## src/rtl/seg7_scan_controller.sv

```systemverilog
// Multiplexed scan controller for a common-anode multi-digit 7-segment display.
// Steps one digit per slot with dead-time blanking, leading-zero suppression and frame-aligned updates.
module seg7_scan_controller #(
    parameter int DIGITS       = 4,
    parameter int PRESCALE     = 100000,
    parameter int BLANK_CYCLES = 1000
) (
    input  logic                  clk,
    input  logic                  rst,
    input  logic                  enable,
    input  logic                  load,
    input  logic [4*DIGITS-1:0]   value_in,
    input  logic [DIGITS-1:0]     dp_in,
    input  logic                  lz_suppress,
    output logic [3:0]            nibble,
    output logic [DIGITS-1:0]     an,
    output logic                  dp_n,
    output logic [2:0]            digit_idx,
    output logic                  frame_tick
);

    localparam int PW = (PRESCALE > 1) ? $clog2(PRESCALE) : 1;
    localparam logic [PW-1:0] LAST_COUNT = PW'(PRESCALE - 1);
    localparam logic [PW-1:0] BLANK_END  = PW'(BLANK_CYCLES);
    localparam logic [2:0]    LAST_DIGIT = 3'(DIGITS - 1);

    logic [PW-1:0]       prescaler;
    logic [4*DIGITS-1:0] display;
    logic [4*DIGITS-1:0] pending_value;
    logic [DIGITS-1:0]   dp_shadow;
    logic [DIGITS-1:0]   pending_dp;
    logic                pending_valid;

    logic [3:0]          nibble_next;
    logic [DIGITS-1:0]   an_next;
    logic                dp_next;
    logic                dp_sel;
    logic                upper_zero;
    logic                suppressed;
    logic                lit;
    logic                slot_end;

    assign slot_end   = (prescaler == LAST_COUNT);
    assign frame_tick = enable && slot_end && (digit_idx == LAST_DIGIT);

    // A digit is blanked as a leading zero only if it and every digit above it are zero.
    always_comb begin
        nibble_next = 4'd0;
        dp_sel      = 1'b0;
        upper_zero  = 1'b1;
        an_next     = '1;
        for (int k = 0; k < DIGITS; k++) begin
            if ((k >= int'(digit_idx)) && (display[4*k +: 4] != 4'd0)) begin
                upper_zero = 1'b0;
            end
            if (k == int'(digit_idx)) begin
                nibble_next = display[4*k +: 4];
                dp_sel      = dp_shadow[k];
            end
        end
        suppressed = lz_suppress && (digit_idx != 3'd0) && upper_zero;
        lit        = enable && (prescaler >= BLANK_END) && !suppressed;
        for (int k = 0; k < DIGITS; k++) begin
            if (lit && (k == int'(digit_idx))) begin
                an_next[k] = 1'b0;
            end
        end
        dp_next = !(lit && dp_sel);
    end

    always_ff @(posedge clk or posedge rst) begin
        if (rst) begin
            an     <= '1;
            nibble <= 4'd0;
            dp_n   <= 1'b1;
        end else begin
            an     <= an_next;
            nibble <= nibble_next;
            dp_n   <= dp_next;
        end
    end

    always_ff @(posedge clk or posedge rst) begin
        if (rst) begin
            prescaler <= '0;
            digit_idx <= 3'd0;
        end else if (enable) begin
            if (slot_end) begin
                prescaler <= '0;
                digit_idx <= (digit_idx == LAST_DIGIT) ? 3'd0 : digit_idx + 3'd1;
            end else begin
                prescaler <= prescaler + 1'b1;
            end
        end
    end

    // New values only reach the display at a frame boundary so a frame never shows a mix.
    always_ff @(posedge clk or posedge rst) begin
        if (rst) begin
            display       <= '0;
            dp_shadow     <= '0;
            pending_value <= '0;
            pending_dp    <= '0;
            pending_valid <= 1'b0;
        end else if (frame_tick) begin
            pending_valid <= 1'b0;
            if (load) begin
                display   <= value_in;
                dp_shadow <= dp_in;
            end else if (pending_valid) begin
                display   <= pending_value;
                dp_shadow <= pending_dp;
            end
        end else if (load) begin
            if (enable) begin
                pending_value <= value_in;
                pending_dp    <= dp_in;
                pending_valid <= 1'b1;
            end else begin
                display   <= value_in;
                dp_shadow <= dp_in;
            end
        end
    end

endmodule
```

## config.mk

```make
export PLATFORM = sky130hd
export DESIGN_NAME = seg7_scan_controller
export DESIGN_NICKNAME = d
export VERILOG_FILES = /design/src/rtl/seg7_scan_controller.sv
export SDC_FILE = /design/constraint.sdc
export NUM_CORES = 1
export LEC_CHECK = 0
export BUFFER_PORTS_ARGS = -buffer_cell sky130_fd_sc_hd__buf_4
export CELL_PAD_IN_SITES_DETAIL_PLACEMENT = 1
export CELL_PAD_IN_SITES_GLOBAL_PLACEMENT = 1
export CORE_AREA = 2 2 124 126
export CTS_CLUSTER_DIAMETER = 60
export DETAILED_ROUTE_END_ITERATION = 10
export DIE_AREA = 0 0 126 128
export PLACE_DENSITY = 0.46
export SYNTH_ARGS = -nofsm -noshare
export SYNTH_HDL_FRONTEND = slang
export SYNTH_SLANG_ARGS = --single-unit
```

## constraint.sdc

```tcl
create_clock -name clk -period 3.49 [get_ports clk]
set_input_delay 0.1745 -clock clk [delete_from_list [all_inputs] [get_ports clk]]
set_output_delay 0.1745 -clock clk [all_outputs]
set_load 0.03 [all_outputs]
```

==> results of run 1 <==
## cells by family (layout without fill, tap and decap cells)
logic type	count (synthesis)	after routing
XOR/XNOR	12	12
AO/OA/AOI/OAI	31	31
AND/OR/NAND/NOR	71	71
buffers and inverters	23	71
multiplexers	63	63
flip-flops	70	70
adder cells (fa/ha/maj)	7	7
## power by group through the flow
stage | Clock, µW | Combinational (µW) | Sequential [µW]
6_report | 849 | 251 | 1030
5_1_grt | 923 | 285 | 1050
4_1_cts | 884 | 261 | 1030
3_5_place_dp | 0 | 259 | 1040
3_3_place_gp | 0 | 249 | 1040
2_1_floorplan | 0 | 175 | 1020
## layout by cell type (no fill, tap or decap), drive strengths merged, types with 2 or more instances in the layout
| cell type | count |
|---|---|
| a21oi | 7 |
| a22o | 4 |
| a31oi | 2 |
| and4 | 2 |
| buf | 42 |
| clkbuf | 15 |
| dfrtp | 65 |
| dfstp | 5 |
| ha | 7 |
| inv | 12 |
| mux2 | 61 |
| mux2i | 2 |
| nand2 | 23 |
| nand3 | 6 |
| nand4 | 8 |
| nor2 | 15 |
| nor3 | 3 |
| nor4 | 6 |
| o211ai | 2 |
| o21ai | 11 |
| o31ai | 2 |
| or2 | 2 |
| or3 | 2 |
| xnor2 | 8 |
| xor2 | 4 |
## layout make-up
type / instances / share of cell area [%]
Tap cell: 188 / 5.71
Inverter: 12 / 1.09
Clock buffer: 15 / 6.50
Timing Repair Buffer: 43 / 7.90
Clock inverter: 1 / 0.122
Multi-Input combinational cell: 184 / 36.0
Sequential cell: 70 / 42.7
## cell usage after synthesis, types with 2 or more instances
library cell,n
buf_6,2
nor3_1,2
dfrtp_1,65
buf_2,2
inv_1,12
xnor2_1,8
mux2_2,31
nand3_1,5
buf_4,3
o211ai_1,2
mux2i_1,2
o31ai_1,2
a22o_1,4
dfstp_2,5
nor2_1,15
a31oi_1,2
xor2_1,4
clkbuf_1,3
a21oi_1,7
and4_1,2
nand2_1,23
ha_1,7
mux2_1,30
o21ai_0,9
or3_1,2
nand4_1,8
nor4_1,5
## registers in the layout, summed over array words and instances, names as in the netlist, 3 cells and up
signal         flops
an                 4
prescaler         17
display           16
pending_dp         4
dp_shadow          4
digit_idx          3
nibble             4
pending_value     16
## metal layers
layer,wire length [µm],global-route usage [%],vias to the layer above
li1,-,-,1067
met1,3490,12.8,1139
met2,3870,17.6,31
met3,300,3.55,11
met4,189,5.43,0
met5,0,0,-
## metrics by stage
stage	hold WS, ps	power [µW]	utilization, %
after floorplan	309	1200	-
after global placement	315	1280	25.8
after detailed placement	325	1300	25.8
after CTS	48.2	2170	27.7
after global routing	61.4	2260	27.7
final	62.3	2130	27.7
## critical path, stage by stage (launching register included)
cell	delay, ps
dfrtp_1	410
ha_1	190
and4_1	270
nand3_2	170
a2111o_1	430
o21ai_2	420
mux2_2	430
## final timing paths
| kind | depth (start not counted) | slack, ps | start | end |
|---|---|---|---|---|
| hold / removal | 2 | 60 | value_in[13] | pending_value[13] |
| hold reg to reg | 1 | 490 | pending_dp[2] | pending_dp[2] |
| max in group asynchronous | 4 | 2610 | rst | an[1] |
| setup / recovery | 6 | 1050 | prescaler[0] | dp_shadow[3] |
| min in group asynchronous | 4 | 500 | rst | pending_dp[2] |
| setup reg to reg | 6 | 1050 | prescaler[0] | dp_shadow[3] |
==> summary.md, run 1 <==
| Metric | Value |
|---|---|
| Worst VDD drop | `0.222 mV` |
| 1st-pass router iterations | `4` |
| Post-synth EDFFs | `0` |
| Fin nets | `352` |
| Max frequency | `410 MHz` |
| Slew @ Worst Pin | `1100 ps` |
| First-pass GRT wire length | `13.2 mm` |
| Arrival time worst endpoint | `2660 ps` |
| Layout cells sized above 1 | `30.2%` |
| Worst-path maximum fanout | `20` |
| # DRC | `0` |
| Clk_lat worst skew | `340 ps` |
| Vias per inst | `4.38` |
| Max Slew Vio Count | `0` |
| Syn_area_per_cell | `12.1 µm²` |
| Synth area leader | `dfrtp_1` |
| Final instance area | `4120 µm²` |
| Seq pwr share | `48.3%` |
| Clock-pin slew on the worst setup and hold paths | `50 ps` |
| Clk sink count | `70` |
| CTS H-tree lvls | `3` |
| RSZ-0062 raised after global routing | `no` |
| Post-synthesis mux area share | `21.1%` |
| Internal power | `1590 µW` |
| Net Count, Synth | `309` |
| RD Place Congestion | `0.725` |
| Number of instances resized during post-cts repair | `0` |
| Site row count | `45` |
| Critical Path Sink Type | `flip-flop` |
| Largest cells by area after synthesis | `dfrtp_1 (49%), mux2_2 (10%), mux2_1 (10%), dfstp_2 (3.9%), ha_1 (2.6%)` |
| Clk buf depth | `2` |
| Hpwl dp | `5.66 mm` |
| Xor/xnor share of the synthesized area | `3.14%` |
| Layout area overhead | `23.2%` |
| Gate Count Post-Synth | `277` |
| Fin worst setup slack | `1050 ps` |
| Final Hold Fails | `0` |
| Fin crit share | `69.8%` |
| Fill cell count | `1664` |
| Crit path kind | `reg2reg` |
| I/O pin total | `38` |
| Final ANT Viol Nets | `0` |
| Unique masters post-synth | `42` |
| CTS tree | `done` |
| DR vias | `2248` |
| Synthesis Warnings | `0` |
| Logic pwr share | `11.8%` |
| Switch share | `25.4%` |
| CP Launch Type | `flip-flop` |
| Hold WC Path Type | `in2reg` |
| Clock Skew | `7.73 ps` |
| Cell Pwr Density | `517 nW/µm²` |
| Min Tclk post-route | `2440 ps` |
| PortBufs | `37` |
| CTS Root Cell | `clkbuf_16` |
| Status | `complete, no violations` |
| Critical Path RT | `3710 ps` |
| DR WL/cell | `15.3 µm` |
| Multi-input logic area | `1480 µm²` |
| Maxcap violations | `0` |
| Starting density of the core | `22.5%` |
| Slew headroom | `26.6%` |
| Simple-Gate Fraction of Synth Area | `11.0%` |
| Post-Syn Area | `3340 µm²` |
| Seq cells post-synth | `70` |
| GRT overflow | `0` |
| Post-Synth Adder-Cell Area | `2.62%` |
| Drt initial violations | `46` |
| Largest net degree at the start of global routing | `38` |
| Hold Buf Count CTS | `1` |
| Die ar. | `16100 µm²` |
| Final Setup Violations | `0` |
| DIE HEIGHT | `128 µm` |
| Sequential fraction of the synthesis area | `52.6%` |
| Ys flop type | `dfrtp_1` |
| Sequential cell area | `1760 µm²` |
| Cts bufs inserted | `9` |
| Placed cell count | `496` |
| Layout Cells excl Fill | `513` |
| DRT Wirelength | `7.85 mm` |
| Gr usage total | `10.8%` |
| Number of global-route vias before repair | `2474` |
| Synth top area share | `48.7%` |
| Sw Pwr | `540 µW` |
| Total leakage power | `0.00171 µW` |
| Core footprint | `14900 µm²` |
| Die W | `126 µm` |
| Setup WS pre-CTS | `1020 ps` |
| Post-CTS Repair Setup Buffers | `0` |
| Clock network power share | `39.9%` |
| Compound-Gate Fraction of Synth Area | `6.03%` |
| Largest family of logic cells by synthesized area | `multiplexers` |
| Synth async-reset ratio | `100%` |
| Inserted Diodes | `0` |
| Setup TNS | `0 ps` |
| Placed Area | `3830 µm²` |
| Initial antenna violation count | `0` |
(Power assumes the default switching activity.)
==> run 2: changes to the inputs <==
==> constraint.sdc (replaced) <==
create_clock -name clk -period 2.4 [get_ports clk]
set_input_delay 0.12 -clock clk [delete_from_list [all_inputs] [get_ports clk]]
set_output_delay 0.12 -clock clk [all_outputs]
set_load 0.03 [all_outputs]
==> run 2 against run 1 <==
Compared with the run above: clock skew increased by 0.75 ps; combinational power increased by 85%; setup slack got worse by 1000 ps; total power increased by 59%; critical path depth increased by 2; flip-flop and latch count unchanged; register-to-register slack got worse by 1000 ps; design area increased by 7.5%; worst hold slack got worse by 43 ps; global-route usage increased by 0.23 points.
==> summary.md, run 2 (synthesized netlist as in run 1, its figures left out) <==
| Metric | Value |
|---|---|
| Layout Cells excl Fill | `535 (+4.3%)` |
| Die ar. | `16100 µm² (unchanged)` |
| Total leakage power | `0.00186 µW (+8.9%)` |
| Fin nets | `374 (+6.3%)` |
| Final Hold Fails | `0 (unchanged)` |
| Core footprint | `14900 µm² (unchanged)` |
| Crit-path cells | `ha_2 -> and4_4 -> nand3_4 -> nor4_4 -> buf_4 -> clkbuf_16 -> mux2_1 -> mux2_2` |
| DR vias | `2358 (+4.9%)` |
| Crit path kind | `reg2reg` |
| CTS tree | `done` |
| Hold WC Path Type | `in2reg` |
| Slew @ Worst Pin | `773 ps (-328 ps)` |
| Largest net degree at the start of global routing | `34 (-11%)` |
| Slowest cell on the critical path | `dfrtp_1` |
| Critical Path Sink Type | `flip-flop` |
| Crit-path max cell delay | `380 ps (-50 ps)` |
| Worst-path maximum fanout | `5 (-75%)` |
| Clk buf depth | `2 (unchanged)` |
| Number of global-route vias before repair | `2549 (+3.0%)` |
| CP Launch Type | `flip-flop` |
| Fill cell count | `1637 (-1.6%)` |
| CTS H-tree lvls | `3 (unchanged)` |
| Reg with most FFs | `prescaler` |
| Worst hold slack | `19.7 ps (-42.6 ps)` |
| RSZ-0062 raised after global routing | `yes` |
| Hpwl dp | `5.81 mm (+2.6%)` |
| # DRC | `0 (unchanged)` |
| Clk sink count | `70 (unchanged)` |
| Site row count | `45 (unchanged)` |
| PortBufs | `37 (unchanged)` |
| Cell Pwr Density | `766 nW/µm² (+48%)` |
| Max Slew Vio Count | `0 (unchanged)` |
| Commonest non-fill, non-tap cells in the layout | `dfrtp_1 (65), buf_4 (56), mux2_2 (31)` |
| Layout area overhead | `32.4%` |
| Initial antenna violation count | `0 (unchanged)` |
| Gr usage total | `11.0% (+0.23 points)` |
| DIE HEIGHT | `128 µm (unchanged)` |
| Max FFs per register | `17 (unchanged)` |
| Maxcap violations | `0 (unchanged)` |
| Fin crit share | `98.8% (+29 points)` |
| Vias per inst | `4.41 (+0.58%)` |
| Max frequency | `422 MHz (+2.8%)` |
| DRT Wirelength | `8.34 mm (+6.2%)` |
| Status | `complete, no violations` |
| Starting density of the core | `22.5% (unchanged)` |
| Post-layout util | `29.8% (+2.1 points)` |
| Commonest non-fill, non-tap cell in the layout | `dfrtp_1` |
| Worst VDD drop | `0.361 mV (+62%)` |
| Cts bufs inserted | `9 (unchanged)` |
| Min Tclk post-route | `2370 ps (-65.5 ps)` |
| Clk_lat worst skew | `340 ps (about the same)` |
| Slew headroom | `48.4% (+22 points)` |
| 1st-pass router iterations | `4 (unchanged)` |
| Family with the most delay on the worst path | `simple AND/OR/NAND/NOR gates` |
| Die W | `126 µm (unchanged)` |
| Drt initial violations | `49 (+6.5%)` |
| DR WL/cell | `15.6 µm (+1.9%)` |
| RD Place Congestion | `0.766 (+5.7%)` |
| Buf/Inv on CP | `2 (+2)` |
| Placed cell count | `510 (+2.8%)` |
| First-pass GRT wire length | `13.7 mm (+3.9%)` |
| Arrival time worst endpoint | `2590 ps (-70 ps)` |
| Final Setup Violations | `0 (unchanged)` |
| CTS Root Cell | `clkbuf_16` |
| Clock Skew | `8.47 ps (+0.747 ps)` |
| Final ANT Viol Nets | `0 (unchanged)` |
| Critical Path RT | `2620 ps (-1090 ps)` |
| I/O pin total | `38 (unchanged)` |
| Inserted Diodes | `0 (unchanged)` |
| Layout cells sized above 1 | `35.7% (+5.6 points)` |
| Biggest regs | `prescaler (17), display (16), pending_value (16)` |
| GRT overflow | `0 (unchanged)` |
| Clock-pin slew on the worst setup and hold paths | `60 ps (about the same)` |
## run 2: cell types whose count changed in the layout (fill, tap and decap cells not counted), sizes merged
cell	before	now
clkinvlp	0	1
clkbuf	15	11
buf	42	61
dlygate4sd3	1	3
bufinv	0	2
inv	12	14
## run 2: final timing paths
| kind | depth (start not counted) | slack [ps] | endpoint | startpoint |
|---|---|---|---|---|
| worst min register to register | 1 | 490 | pending_value[13] | pending_value[13] |
| worst max register to register | 8 | 30 | display[12] | prescaler[1] |
| min in group asynchronous | 3 | 500 | dp_shadow[3] | rst |
| worst max-delay path | 8 | 30 | display[12] | prescaler[1] |
| worst min-delay path | 2 | 20 | pending_value[0] | value_in[0] |
| max in group asynchronous | 4 | 1210 | dp_n | rst |
## run 2: stage by stage
step / total power [µW] / area [µm²] / setup WS (ps) / TNS [ps]
detailed placement: 1940 / 3990 / 70.0 / 0
global placement: 1910 / 3990 / 140 / 0
global route: 3590 / 4430 / -35.2 / -249
CTS: 3430 / 4330 / 66.5 / 0
floorplan: 1740 / 3340 / 215 / 0
finish: 3390 / 4430 / 29.4 / 0
## run 2: per-layer routing
metal / vias to the layer above / wire length, µm / GRT usage, %
met4: 0 / 102 / 3.56
li1: 1118 / - / -
met2: 32 / 4230 / 18.9
met1: 1201 / 3610 / 12.8
met5: - / 0 / 0
met3: 7 / 392 / 4.30
## run 2: final cells by class
cell class | instances | area (µm²) | share of cell area (%)
clock buffers | 10 | 229 | 5.17
multi-input cells | 184 | 1500 | 33.9
well taps | 188 | 235 | 5.31
repair buffers | 65 | 567 | 12.8
clock inverters | 6 | 93.8 | 2.12
inverters | 12 | 45.0 | 1.02
flip-flops and latches | 70 | 1760 | 39.7
## run 2: power by group
| group | total [µW] | switching, µW | internal (µW) | leakage (µW) |
|---|---|---|---|---|
| Clock | 1450 | 531 | 919 | 0.000154 |
| Sequential | 1480 | 128 | 1350 | 0.000835 |
| Combinational | 465 | 203 | 262 | 0.000876 |
## run 2: timing repair
action	CTS	global route
hold buffers	2	1
setup endpoints to repair	0	6
endpoints found under the hold margin	28	1
setup buffers	0	4
resized for setup	0	5
